--- src/rtl/ifm_wr_pkg.sv ---
// ifm_wr_pkg: shared byte/beat/count types for the IFM chunk write path.
`ifndef BUS_SIZE
`define BUS_SIZE 8
`endif
`ifndef WR_DAT_CYC_NUM
`define WR_DAT_CYC_NUM 4
`endif
package ifm_wr_pkg;
   typedef logic [7:0] byte_t;
   typedef byte_t [`BUS_SIZE-1:0] beat_t;
   typedef logic [$clog2(`WR_DAT_CYC_NUM)-1:0] wr_cnt_t;
endpackage

--- src/rtl/ifm_chunk_sparse_writer_compactor.sv ---
// Beat_Compactor: sparsemap, left-compacted nonzero bytes and popcount of one dense beat.
module Beat_Compactor
   import ifm_wr_pkg::*;
#(
   parameter int BUS_SIZE = 8
) (
   input  logic [BUS_SIZE*8-1:0]      dense_i,
   output logic [BUS_SIZE-1:0]        sparsemap_o,
   output logic [BUS_SIZE*8-1:0]      data_o,
   output logic [$clog2(BUS_SIZE):0]  nz_cnt_o
);
   byte_t [BUS_SIZE-1:0]     comp;
   logic [$clog2(BUS_SIZE):0] pos;
   // pos is the exclusive prefix sum of the sparsemap, i.e. the scatter slot of byte i
   always_comb begin
      comp = '0;
      pos = '0;
      sparsemap_o = '0;
      for (int i = 0; i < BUS_SIZE; i++) begin
         sparsemap_o[i] = |dense_i[i*8 +: 8];
         if (sparsemap_o[i]) comp[pos[$clog2(BUS_SIZE)-1:0]] = dense_i[i*8 +: 8];
         pos = pos + {{$clog2(BUS_SIZE){1'b0}}, sparsemap_o[i]};
      end
   end
   assign data_o = comp;
   assign nz_cnt_o = pos;
endmodule

--- src/rtl/ifm_chunk_sparse_writer.sv ---
// ifm_chunk_sparse_writer: compacts dense IFM beats and writes them into a
// double-buffered chunk store, tracking which bank each side owns.
`ifndef BUS_SIZE
`define BUS_SIZE 8
`endif
`ifndef WR_DAT_CYC_NUM
`define WR_DAT_CYC_NUM 4
`endif
module ifm_chunk_sparse_writer
   import ifm_wr_pkg::*;
#(
   parameter int BUS_SIZE       = `BUS_SIZE,
   parameter int WR_DAT_CYC_NUM = `WR_DAT_CYC_NUM
) (
   input  logic                              clk_i,
   input  logic                              rst_i,
   input  logic [BUS_SIZE*8-1:0]             dense_data_i,
   input  logic                              dense_valid_i,
   output logic                              dense_ready_o,
   output logic [BUS_SIZE-1:0]               wr_sparsemap_o,
   output logic [BUS_SIZE*8-1:0]             wr_nonzero_data_o,
   output logic [$clog2(BUS_SIZE):0]         wr_nz_cnt_o,
   output logic                              wr_valid_o,
   output logic [$clog2(WR_DAT_CYC_NUM)-1:0] wr_count_o,
   output logic                              wr_sel_o,
   output logic                              rd_sel_o,
   output logic                              rd_valid_o,
   input  logic                              rd_release_i
);
   localparam int CW = $clog2(WR_DAT_CYC_NUM);
   localparam int NW = $clog2(BUS_SIZE) + 1;
   logic                  wr_ptr_q, wr_ptr_d, rd_ptr_q, rd_ptr_d;
   logic [1:0]            full_q, full_d;
   logic [CW-1:0]         beat_cnt_q, beat_cnt_d;
   logic                  wr_valid_q, wr_sel_q;
   logic [CW-1:0]         wr_count_q;
   logic [BUS_SIZE-1:0]   sm_q, sm_c;
   logic [BUS_SIZE*8-1:0] data_q, data_c;
   logic [NW-1:0]         nz_q, nz_c;
   logic                  acc, last, rel;
   Beat_Compactor #(.BUS_SIZE(BUS_SIZE)) u_compactor (
      .dense_i     (dense_data_i),
      .sparsemap_o (sm_c),
      .data_o      (data_c),
      .nz_cnt_o    (nz_c)
   );
   assign dense_ready_o = !full_q[wr_ptr_q];
   assign acc  = dense_valid_i && dense_ready_o;
   assign last = beat_cnt_q == CW'(WR_DAT_CYC_NUM - 1);
   assign rel  = rd_release_i && full_q[rd_ptr_q];
   // the write bank is always empty and the read bank full, so both updates can apply together
   always_comb begin
      beat_cnt_d = acc ? (last ? '0 : beat_cnt_q + CW'(1)) : beat_cnt_q;
      wr_ptr_d = wr_ptr_q ^ (acc && last);
      rd_ptr_d = rd_ptr_q ^ rel;
      full_d = full_q;
      if (acc && last) full_d[wr_ptr_q] = 1'b1;
      if (rel) full_d[rd_ptr_q] = 1'b0;
   end
   always_ff @(posedge clk_i or negedge rst_i) begin
      if (!rst_i) begin
         wr_ptr_q   <= 1'b0;
         rd_ptr_q   <= 1'b0;
         full_q     <= '0;
         beat_cnt_q <= '0;
         wr_valid_q <= 1'b0;
         wr_sel_q   <= 1'b0;
         wr_count_q <= '0;
         sm_q       <= '0;
         data_q     <= '0;
         nz_q       <= '0;
      end else begin
         wr_ptr_q   <= wr_ptr_d;
         rd_ptr_q   <= rd_ptr_d;
         full_q     <= full_d;
         beat_cnt_q <= beat_cnt_d;
         wr_valid_q <= acc;
         if (acc) begin
            wr_sel_q   <= wr_ptr_q;
            wr_count_q <= beat_cnt_q;
            sm_q       <= sm_c;
            data_q     <= data_c;
            nz_q       <= nz_c;
         end
      end
   end
   assign wr_valid_o        = wr_valid_q;
   assign wr_sel_o          = wr_sel_q;
   assign wr_count_o        = wr_count_q;
   assign wr_sparsemap_o    = sm_q;
   assign wr_nonzero_data_o = data_q;
   assign wr_nz_cnt_o       = nz_q;
   assign rd_sel_o          = rd_ptr_q;
   // a just-completed chunk stays hidden while its last beat is still on the write port
   assign rd_valid_o        = full_q[rd_ptr_q] && !(wr_valid_q && wr_sel_q == rd_ptr_q);
endmodule

--- config.mk ---
export PLATFORM = sky130hd
export DESIGN_NAME = ifm_chunk_sparse_writer
export DESIGN_NICKNAME = d
export VERILOG_FILES = /design/src/rtl/ifm_wr_pkg.sv /design/src/rtl/ifm_chunk_sparse_writer_compactor.sv /design/src/rtl/ifm_chunk_sparse_writer.sv
export SDC_FILE = /design/constraint.sdc
export NUM_CORES = 1
export LEC_CHECK = 0
export ABC_AREA = 1
export CAP_MARGIN = 0
export CORE_AREA = 2 2 140 142
export CTS_BUF_LIST = sky130_fd_sc_hd__clkbuf_4 sky130_fd_sc_hd__clkbuf_8
export DETAILED_ROUTE_END_ITERATION = 8
export DIE_AREA = 0 0 142 144
export GPL_TIMING_DRIVEN = 0
export PLACE_DENSITY_LB_ADDON = 0.1
export SLEW_MARGIN = 20
export SYNTH_ARGS = -nofsm -noshare
export SYNTH_HDL_FRONTEND = slang
export SYNTH_SLANG_ARGS = --single-unit
export TNS_END_PERCENT = 10
--- constraint.sdc ---
create_clock -name clk_i -period 2.25 [get_ports clk_i]
set_clock_uncertainty 0.2 [all_clocks]
set_input_delay 0.675 -clock clk_i [delete_from_list [all_inputs] [get_ports clk_i]]
set_output_delay 0.675 -clock clk_i [all_outputs]
set_load 0.005 [all_outputs]
Word level (Yosys, flattened, before mapping)
Index checks and enable logic that the tools add are counted.
{"block": "word_totals", "register_bits": 86, "in_bits": 68, "out_inout_bits": 83, "word_cells": 107}
{"block": "op_classes", "add_sub_neg": 8, "order_cmp": 18, "n_eq_ne": 2, "n_mux": 40, "bitwise": 5, "reduce_logical": 24}
{"operator": "$bwmux W64", "n": 7}
{"operator": "$mux W64", "n": 7}
{"operator": "$demux W8 S3", "n": 6}
{"operator": "$mux W8", "n": 8}
{"operator": "$reduce_or A8 Y1", "n": 8}
{"operator": "$add A4 B1 Y4", "n": 6}
{"operator": "$lt A3 B4 Y1 const B", "n": 6}
{"operator": "$ge A3 B1 Y1 const B", "n": 6}
{"operator": "$logic_and A1 B1 Y1", "n": 14}
{"operator": "$demux W8 S1", "n": 1}
{"operator": "$mux W1", "n": 6}
{"operator": "$mux W2", "n": 3}
{"operator": "$lt A1 B2 Y1 const B", "n": 2}
{"operator": "$lt A1 B4 Y1 const B", "n": 1}
{"operator": "$ge A1 B1 Y1 const B", "n": 3}
{"operator": "$add A1 B1 Y2", "n": 1}
{"operator": "$add A2 B1 Y2 const B", "n": 1}
{"operator": "$and A2 B2 Y2", "n": 1}
{"operator": "$demux W1 S1", "n": 2}
{"operator": "$eq A2 B2 Y1 const B", "n": 1}
{"operator": "$logic_not A1 Y1", "n": 2}
{"operator": "$not A2 Y2", "n": 1}
{"operator": "$or A2 B2 Y2", "n": 1}
{"operator": "$xor A1 B1 Y1", "n": 2}
{"operator": "$eq A1 B1 Y1", "n": 1}

Logic depth before layout (Yosys ltp)
Gate-level depths: netlist of the first run.
{"block": "logic_depth", "word_depth": 19, "depth_mapped": 23, "mapped_depth_nobuf": 22}

Modules after synthesis
From an unflattened synthesis of the first run, not the netlist that was laid out.
{"block": "unflattened", "hier_cells": 1528, "area_unflattened_um2": 8513.2}
{"module": "Beat_Compactor", "n_inst": 1, "cells_per_inst": 1150, "area_per_inst_um2": 5151.2, "seq_area_each_um2": 0.0}
{"module": "ifm_chunk_sparse_writer", "n_inst": 1, "cells_per_inst": 378, "area_per_inst_um2": 3362.0, "seq_area_each_um2": 2152.1}

Least setup slack after synthesis of the first run
Ideal clock, no wire load.
{"block": "synth_path", "path_type": "input-to-reg", "start": "input port dense_data_i[22]", "end": "register data_q[16] (netlist: wr_nonzero_data_o[16])", "setup_time_ns": 0.078, "arrival_ns": 4.453, "path_slack_ns": -2.480, "path_stages": 17, "n_path_buf": 3, "cell_sequence": "inv_1 -> nand2_1 -> nor2_1 -> nand2_1 -> clkbuf_1 -> fa_1 -> ha_1 -> fa_1 -> ha_1 -> ha_1 -> ha_1 -> buf_1 -> clkbuf_1 -> nand4_1 -> nand2_1 -> inv_1 -> a21boi_1"}
{"block": "synth_between", "elab_chain_len": 16, "word_cells_on_any_way": 42, "classes_between": "add/sub: 5; order compare: 10; mux: 21; reduce/logical: 6"}
{"item": "start, declared", "line": "ifm_chunk_sparse_writer.sv:17", "text": "input logic [BUS_SIZE*8-1:0] dense_data_i,"}
{"item": "$reduce_or A8 Y1 *", "line": "ifm_chunk_sparse_writer_compactor.sv:20", "text": "sparsemap_o[i] = |dense_i[i*8 +: 8];"}
{"item": "net sm_c[2]", "line": "ifm_chunk_sparse_writer.sv:37", "text": "logic [BUS_SIZE-1:0] sm_q, sm_c;"}
{"item": "branches (longest 14 deep; another with $add A4 B1 Y4)"}
{"item": "$mux W64 *", "line": "ifm_chunk_sparse_writer_compactor.sv:21", "text": "if (sparsemap_o[i]) comp[pos[$clog2(BUS_SIZE)-1:0]] = dense_i[i*8 +: 8];"}
{"item": "end signal, assigned", "line": "ifm_chunk_sparse_writer.sv:82", "text": "data_q <= data_c;"}
{"item": "end, declared", "line": "ifm_chunk_sparse_writer.sv:38", "text": "logic [BUS_SIZE*8-1:0] data_q, data_c;"}
Mark *: on every way through the listed nets, which the timed path passes.
A chain may end at the register's enable or synchronous reset.

Worst setup path after layout of the first run
{"block": "layout_path", "start": "input port dense_data_i[15]", "end": "register data_q[1] (netlist: wr_nonzero_data_o[1])"}
{"block": "layout_between", "elab_chain_len": 18, "word_cells_on_any_way": 50, "classes_between": "add/sub: 6; order compare: 12; mux: 25; reduce/logical: 7"}
{"item": "$reduce_or A8 Y1 *", "line": "ifm_chunk_sparse_writer_compactor.sv:20"}
{"item": "net sm_c[1]", "line": "ifm_chunk_sparse_writer.sv:37"}
{"item": "branches (longest 16 deep; another with $add A4 B1 Y4)"}
{"item": "$mux W64 *", "line": "ifm_chunk_sparse_writer_compactor.sv:21"}
Marks and branches as above.

==> results of run 1 <==
## cell type report
cell class                      count  area, sq um  area share (%)
Inverter                          282         1110            9.54
Timing Repair Buffer              192         1910            16.4
Sequential cell                    86         2150            18.4
Multi-Input combinational cell   1115         5720            49.0
Clock inverter                      7         78.8           0.675
Clock buffer                        9          124            1.06
Tap cell                          238          298            2.55
Buffer                             47          282            2.41
## logic make-up after synthesis
logic type / count (synthesis) / share of synthesized area, %
adders and majority gates: 16 / 2.51
buffers and inverters: 330 / 15.0
xor gates and xnor gates: 8 / 1.04
and+or+nand+nor: 937 / 46.5
DFF: 86 / 25.1
muxes: 1 / 0.117
AOI/OAI and AO/OA: 153 / 9.70
## Yosys cell counts, drive strengths merged
cell type,instances,area share (%)
dfrtp,86,25
nand2,642,28
xor2,7,0.94
inv,280,12
clkinv,2,0.088
a21boi,16,1.4
nand4,30,2.2
fa,2,0.47
o21bai,1,0.088
ha,14,2.0
o211ai,8,0.70
nand3,160,9.7
nor4,2,0.15
or2,25,1.8
buf,25,1.6
clkbuf,23,1.0
xnor2,1,0.10
nor2,66,3.2
nand3b,8,0.70
o21ai,91,5.3
a31oi,2,0.15
a21oi,35,2.0
nor3,4,0.37
mux2i,1,0.12
## power by group through the flow
stage               Clock, W  Sequential [W]  Combinational, W
finish               0.00113         0.00272           0.00452
CTS                  0.00117         0.00273           0.00441
global route         0.00121         0.00281           0.00502
detailed placement         0         0.00275           0.00425
floorplan                  0         0.00275           0.00187
global placement           0         0.00274           0.00421
## registers in the layout, indices dropped and copies added, names as in the netlist
name and cells:
wr_ptr_q 1, wr_sel_o 1, wr_sparsemap_o 8, rd_sel_o 1, wr_count_o 2, full_q 2, wr_nz_cnt_o 4, beat_cnt_q 2
wr_valid_o 1, wr_nonzero_data_o 64
## worst register-to-register path, delay by kind of cell (launching register included)
kind	cells	cell delay, ns
buffers and inverters	3	0.94
flip-flops	1	0.43
multiplexers	1	0.24
AND/OR/NAND/NOR	3	0.39
## through the flow
step	TNS, ns	hold WS [ns]	util, %	setup WS (ns)
final	-113.12	0.289	61.2	-1.75
after global routing	-121.22	0.307	61.2	-1.87
after CTS	-112.61	0.287	59.1	-1.76
after detailed placement	-202.56	0.264	55.3	-3.06
after global placement	-445.40	0.262	55.2	-3.05
after floorplan	-123.69	0.179	-	-1.87
## metal layers
layer	vias to the layer above	wire length [um]
li1	5120	-
met1	4762	14400
met2	431	15600
met3	86	2350
met4	0	1520
met5	-	0
## final timing paths
check                           depth (start not counted)  slack [ns]                         startpoint                                end
worst max-delay path                                   17       -1.75                   dense_data_i[15]   wr_nonzero_data_o[1]$_DFFE_PN0P_
worst min-delay path                                    2        0.29  wr_nonzero_data_o[13]$_DFFE_PN0P_  wr_nonzero_data_o[13]$_DFFE_PN0P_
worst max register to register                          7       -0.02                 wr_ptr_q$_DFF_PN0_  wr_nonzero_data_o[42]$_DFFE_PN0P_
worst min register to register                          2        0.29  wr_nonzero_data_o[13]$_DFFE_PN0P_  wr_nonzero_data_o[13]$_DFFE_PN0P_
max in group asynchronous                               3        0.63                              rst_i  wr_nonzero_data_o[26]$_DFFE_PN0P_
min in group asynchronous                               2        0.54                              rst_i      wr_sparsemap_o[5]$_DFFE_PN0P_
## repair_timing
item                                   in CTS  in global routing
hold buffers                                1                  0
endpoints found under the hold margin      12                  0
pin swaps                                  51                 54
gates resized for setup                   204                108
gates cloned                                1                  2
setup buffers                              31                  6
setup endpoints to repair                  81                 74
==> Flow_metrics.wiki, run 1 <==
{| class="wikitable"
! Metric !! Value
|-
| Total number of vias || 10,400
|-
| Outcome || finished, violations left
|-
| Share of total power in the clock network || 13.5%
|-
| CP endpoint kind || register
|-
| Initial Utilization || ~45%
|-
| Placed insts || 1,920
|-
| Leading cell types in the layout, fill and taps excluded || nand2_1 (596), inv_1 (238), nand3_1 (135)
|-
| Placer congestion estimate || between 0.9 and 1
|-
| Root Driver || clkbuf_8
|-
| Timing-limited maximum frequency || 0.250 GHz
|-
| Detailed-router iteration count before antenna repair || 5
|-
| Slew Limit Fails || 0
|-
| Ant diodes || 0
|-
| Count of synthesis-stage warnings from yosys || 0
|-
| Vias in the first global route || 9,676
|-
| CP Cell Sequence || clkdlybuf4s15_2 > nor4_4 > nand2_2 > fa_2 > ha_4 > fa_2 > ha_4 > ha_4 > ha_4 > xor2_4 > buf_8 > buf_12 > buf_8 > nand4_1 > nand2_1 > inv_2 > a21oi_2
|-
| Synth unique cells || 35
|-
| Die span in x || 142 um
|-
| Count of standard-cell rows || just over 50
|-
| Cell area after technology mapping || about 0.0086 sq mm
|-
| VDD IR-drop max || between 0.5 and 0.6 mV
|-
| Mean post-synth cell area || 5.59 sq um
|-
| Most used routing layer || met2
|-
| Fraction of final layout cells with drive strength greater than 1 || 17.4%
|-
| Power per cell area || 717 mW/mm^2
|-
| CTS H-Tree Depth || 3
|-
| Count of endpoints failing hold in the final timing report || 0
|-
| Clock latency on the worst-skew pair || a little under 0.4 ns
|-
| Endpoint required time on the critical path || 2.37 ns
|-
| Commonest non-fill, non-tap cell in the layout || nand2_1
|-
| Slowest cell on the critical path || fa_2
|-
| Seq cells post-synth || 86
|-
| Switching portion of total power || 39.9%
|-
| Via density || 5.26
|-
| Sinks on the clock net || between 80 and 90
|-
| Sequential fraction of the synthesis area || 25.1%
|-
| Delay of the slowest cell on the worst path || 0.57 ns
|-
| I/O pin cnt || between 150 and 200
|-
| Post-detailed-placement cell area || about 0.011 sq mm
|-
| Max FO, Critical Path || 6
|-
| Fill cell total of the finished layout || around 1,900
|-
| Initial antenna violation count || 0
|-
| Maximum root-to-sink buffer count || 2
|-
| Number of buffer cells added on primary ports || 150
|-
| Congestion Overflow GR || 0
|-
| Core Box Area || 0.0191 sq mm
|-
| Net count of the finished layout || 1,817
|-
| Final period utilization || 178%
|-
| Violations in the final reports || negative setup slack
|-
| Type of element launching the critical path || input port
|-
| WL/cell || 17.1 um
|-
| DRC errors left || 0
|-
| Worst Max-Slew Pin Slew || 0.662 ns
|-
| Fraction of met1 tracks used by global routing || 43.2%
|-
| Clock transition time at the flip-flop clock pins of the worst setup and hold paths || 0.10 ns
|-
| Endpoints failing setup || a little under 70
|-
| GR Layer Usage met2 || 55.9%
|-
| Final Power || 0.00838 W
|-
| Data arrival time of the critical path || 4.12 ns
|-
| Library cell appearing most often on the critical path || ha_4
|-
| Internal Pwr Total || 0.00503 W
|-
| Combinational fraction of design power || between 50% and 60%
|-
| Min-Delay Path Class || register to register
|-
| Antenna Violating Nets Remaining || 0
|-
| # Max-Cap Violations || 0
|-
| TritonCTS clock tree || built
|-
| Number of nets in the synthesized netlist || 1,615
|-
| Critical Setup Path Class || input port to register
|-
| Routed Wire Length || 33.9 mm
|-
| Pin count of the biggest net entering global routing || 58
|-
| Cell family with the largest share of critical-path delay || adder cells
|-
| Static Leakage || 6.17 nW
|-
| Met3 track demand over resource in global routing || 4.80%
|-
| Unrepaired setup endpoints after global routing || yes
|-
| Sum of net half-perimeters after detailed placement || 26.3 mm
|-
| Initial DRC count || 1,029
|-
| CTS Buf Count || 9
|-
| Total Routing Usage GR || 33.6%
|-
| Number of cells in the finished layout apart from fillers || 1,976
|-
| DIE HEIGHT || 144 um
|-
| Smallest setup slack after layout || -1.75 ns
|-
| Post-Syn Instances || 1,531
|-
| Layout overhead on the synthesized area || 36.4%
|-
| Max-slew headroom || 55.8%
|-
| Crit path time final || 4.00 ns
|-
| Cell area after layout || approximately 0.012 sq mm
|-
| Die area || a little over 0.02 sq mm
|-
| Sequential group share of total power || 32.5%
|-
| Net switching power of the design || 0.00335 W
|-
| CP Buf/Inv Count || 5
|-
| Global-route wire length before repair || around 52 mm
|}
No activity file was read; power rests on OpenSTA's default activity.
==> run 2: changes to the inputs <==
--- a/config.mk
+++ b/config.mk
@@ -6,7 +6,7 @@
 export NUM_CORES = 1
 export LEC_CHECK = 0
 export ABC_AREA = 1
-export CAP_MARGIN = 0
+export CAP_MARGIN = 20
 export CORE_AREA = 2 2 140 142
 export CTS_BUF_LIST = sky130_fd_sc_hd__clkbuf_4 sky130_fd_sc_hd__clkbuf_8
 export DETAILED_ROUTE_END_ITERATION = 8
==> results of run 2 <==
The final DEF is identical to that of run 1; final timing and power are the same.
==> run 3: changes to the inputs <==
--- a/config.mk
+++ b/config.mk
@@ -7,12 +7,14 @@
 export LEC_CHECK = 0
 export ABC_AREA = 1
 export CAP_MARGIN = 20
-export CORE_AREA = 2 2 140 142
+export CELL_PAD_IN_SITES_DETAIL_PLACEMENT = 1
+export CELL_PAD_IN_SITES_GLOBAL_PLACEMENT = 2
+export CORE_AREA = 2 2 178 180
 export CTS_BUF_LIST = sky130_fd_sc_hd__clkbuf_4 sky130_fd_sc_hd__clkbuf_8
 export DETAILED_ROUTE_END_ITERATION = 8
-export DIE_AREA = 0 0 142 144
+export DIE_AREA = 0 0 180 182
 export GPL_TIMING_DRIVEN = 0
-export PLACE_DENSITY_LB_ADDON = 0.1
+export PLACE_DENSITY = 0.94
 export SLEW_MARGIN = 20
 export SYNTH_ARGS = -nofsm -noshare
 export SYNTH_HDL_FRONTEND = slang
==> run 3 against run 2 <==
Against the previous run:
- highest routed layer unchanged
- critical endpoint is now wr_nonzero_data_o[27]$_DFFE_PN0P_
- largest cell class unchanged
- die area increased by 60%
- non-clock buffer count increased by 15
- the run still ends with negative setup slack left
- routed wire length increased by 21%
- sequential share of layout area decreased by 0.60 points
==> Flow_metrics.wiki, run 3 (synthesized netlist as in run 1, its figures left out) <==
{| class="wikitable"
! Metric !! Value
|-
| Outcome || finished, violations left
|-
| Violations in the final reports || negative setup slack
|-
| Unrepaired setup endpoints after global routing || yes
|-
| Ant diodes || 0
|-
| Via density || 5.00
|-
| Net count of the finished layout || around 1,800
|-
| Initial DRC count || 670
|-
| Worst Max-Slew Pin Slew || 0.701 ns
|-
| Critical Setup Path Class || input port to register
|-
| Min-Delay Path Class || register to register
|-
| Most used routing layer || met2
|-
| Detailed-router iteration count before antenna repair || 5
|-
| Die span in x || 180 um
|-
| Power per cell area || between 700 and 800 mW/mm^2
|-
| Slew Limit Fails || 0
|-
| Sum of net half-perimeters after detailed placement || 30.9 mm
|-
| Cell family with the largest share of critical-path delay || adder cells
|-
| Clock transition time at the flip-flop clock pins of the worst setup and hold paths || 0.11 ns
|-
| Number of buffer cells added on primary ports || 150
|-
| Maximum root-to-sink buffer count || 2
|-
| Final period utilization || 181%
|-
| Delay of the slowest cell on the worst path || 0.58 ns
|-
| WL/cell || 19.0 um
|-
| CP endpoint kind || register
|-
| Data arrival time of the critical path || 4.21 ns
|-
| Fraction of met1 tracks used by global routing || 29.8%
|-
| Placer congestion estimate || 0.898
|-
| Number of cells in the finished layout apart from fillers || 2,158
|-
| Count of standard-cell rows || 65
|-
| Vias in the first global route || 11,100
|-
| Post-Place Worst Slack || -3.14 ns
|-
| Root Driver || clkbuf_8
|-
| DRC errors left || 0
|-
| CTS Buf Count || 9
|-
| I/O pin cnt || 151
|-
| CP Buf/Inv Count || 5
|-
| Sinks on the clock net || 86
|-
| # Max-Cap Violations || 0
|-
| Count of endpoints failing hold in the final timing report || 0
|-
| Library cell appearing most often on the critical path || ha_4
|-
| Global-route wire length before repair || 61.9 mm
|-
| Initial Utilization || ~28%
|-
| Total number of vias || 10,800
|-
| Pin count of the biggest net entering global routing || 58
|-
| GR Layer Usage met2 || ~43%
|-
| Slowest cell on the critical path || fa_2
|-
| DIE HEIGHT || roughly 180 um
|-
| Static Leakage || 6.25 nW
|-
| Commonest non-fill, non-tap cell in the layout || nand2_1
|-
| Flip-flop count of the largest register, all copies and words added || 64
|-
| Antenna Violating Nets Remaining || 0
|-
| Endpoints failing setup || 69
|-
| Worst reg-to-reg path cell count || 7
|-
| Met3 track demand over resource in global routing || between 3 and 4%
|-
| Number of instances on the worst hold path || 2
|-
| Core Box Area || 0.0310 sq mm
|-
| Clock latency on the worst-skew pair || roughly 0.40 ns
|-
| Smallest setup slack after layout || -1.83 ns
|-
| Placed insts || 2,084
|-
| Die area || between 0.03 and 0.04 sq mm
|-
| CTS H-Tree Depth || 3
|-
| Timing-limited maximum frequency || 0.245 GHz
|-
| Max FO, Critical Path || 5
|-
| Congestion Overflow GR || 0
|-
| Cell count along the critical path || 17
|-
| Fraction of final layout cells with drive strength greater than 1 || 19.0%
|-
| Crit path time final || 4.08 ns
|-
| Layout overhead on the synthesized area || 41.1%
|-
| Cell area after layout || about 0.012 sq mm
|-
| Max-slew headroom || 53.3%
|-
| CP Cell Sequence || buf_2 > nor4_4 > nand2_2 > fa_2 > ha_4 > fa_2 > ha_4 > ha_4 > ha_4 > xor2_4 > buf_6 > buf_6 > buf_6 > nand4_1 > nand2_1 > inv_1 > a21boi_1
|-
| Leading cell types in the layout, fill and taps excluded || nand2_1 (589), inv_1 (246), nand3_1 (127)
|-
| Endpoint required time on the critical path || ~2.4 ns
|-
| Post-detailed-placement cell area || between 0.01 and 0.015 sq mm
|-
| VDD IR-drop max || 0.424 mV
|-
| Initial antenna violation count || 0
|-
| TritonCTS clock tree || built
|-
| Routed Wire Length || 41.0 mm
|-
| Tightest hold margin || 0.291 ns
|-
| Type of element launching the critical path || input port
|-
| Total Routing Usage GR || about a quarter
|}
==> run 3: cell count changes in the layout (fill, tap and decap cells not counted), sizes merged, moves of 4 or more <==
cell,delta
inv,+4
buf,+12
clkbuf,+4
dlymetal6s2s,-5
clkdlybuf4s50,+5
==> run 3: what timing repair did <==
action / 4_1_cts / 5_1_grt
gates cloned: 6 / 0
hold buffers: 1 / 0
endpoints found under the hold margin: 1 / 0
endpoints found under the setup margin: 82 / 82
resized for setup: 189 / 137
buffers inserted: 48 / 4
pin swaps: 50 / 55
==> run 3: where the power goes <==
part | switching (W) | total, W | internal [W]
combinational | 0.00231 | 0.00463 | 0.00232
sequential | 0.000501 | 0.00279 | 0.00229
clock | 0.000774 | 0.00121 | 0.000440
total | 0.00359 | 0.00863 | 0.00504
==> run 3: final timing paths <==
| check | startpoint | end | slack [ns] |
|---|---|---|---|
| min | wr_nonzero_data_o[40]$_DFFE_PN0P_ | wr_nonzero_data_o[40]$_DFFE_PN0P_ | 0.29 |
| max reg2reg | wr_ptr_q$_DFF_PN0_ | wr_nonzero_data_o[41]$_DFFE_PN0P_ | -0.17 |
| max | dense_data_i[10] | wr_nonzero_data_o[27]$_DFFE_PN0P_ | -1.83 |
| min reg2reg | wr_nonzero_data_o[40]$_DFFE_PN0P_ | wr_nonzero_data_o[40]$_DFFE_PN0P_ | 0.29 |
| min in group asynchronous | rst_i | wr_sparsemap_o[1]$_DFFE_PN0P_ | 0.53 |
| max in group asynchronous | rst_i | wr_nonzero_data_o[21]$_DFFE_PN0P_ | 0.63 |
==> run 3: per-stage QoR <==
stage                     power [W]  setup TNS (ns)  utilization (%)
after CTS                   0.00855         -117.89             37.6
after floorplan             0.00462         -123.69                -
after global placement      0.00702         -455.85             34.7
after global routing        0.00925         -125.93             39.0
final                       0.00863         -117.24             39.0
after detailed placement    0.00715         -208.64             34.7
==> run 3: final cells by class <==
type	count	area [sq um]
well taps	402	503
flip-flops and latches	86	2150
clock inverters	7	72.6
fillers	4121	18900
repair buffers	206	1970
clock buffers	9	124
plain buffers	48	288
multi-input cells	1118	5860
inverters	282	1110
==> run 3: per-layer routing <==
| layer | wire, um | part of all wire [%] |
|---|---|---|
| met1 | 17500 | 43 |
| met2 | 19900 | 48 |
| met3 | 1840 | 4.5 |
| met4 | 1800 | 4.4 |
| met5 | 0 | 0 |
==> run 3: worst min-delay path: stages (launching register included) <==
cell,delay [ns]
dfrtp_1,0.36
nand2_1,0.05
nand2_1,0.06
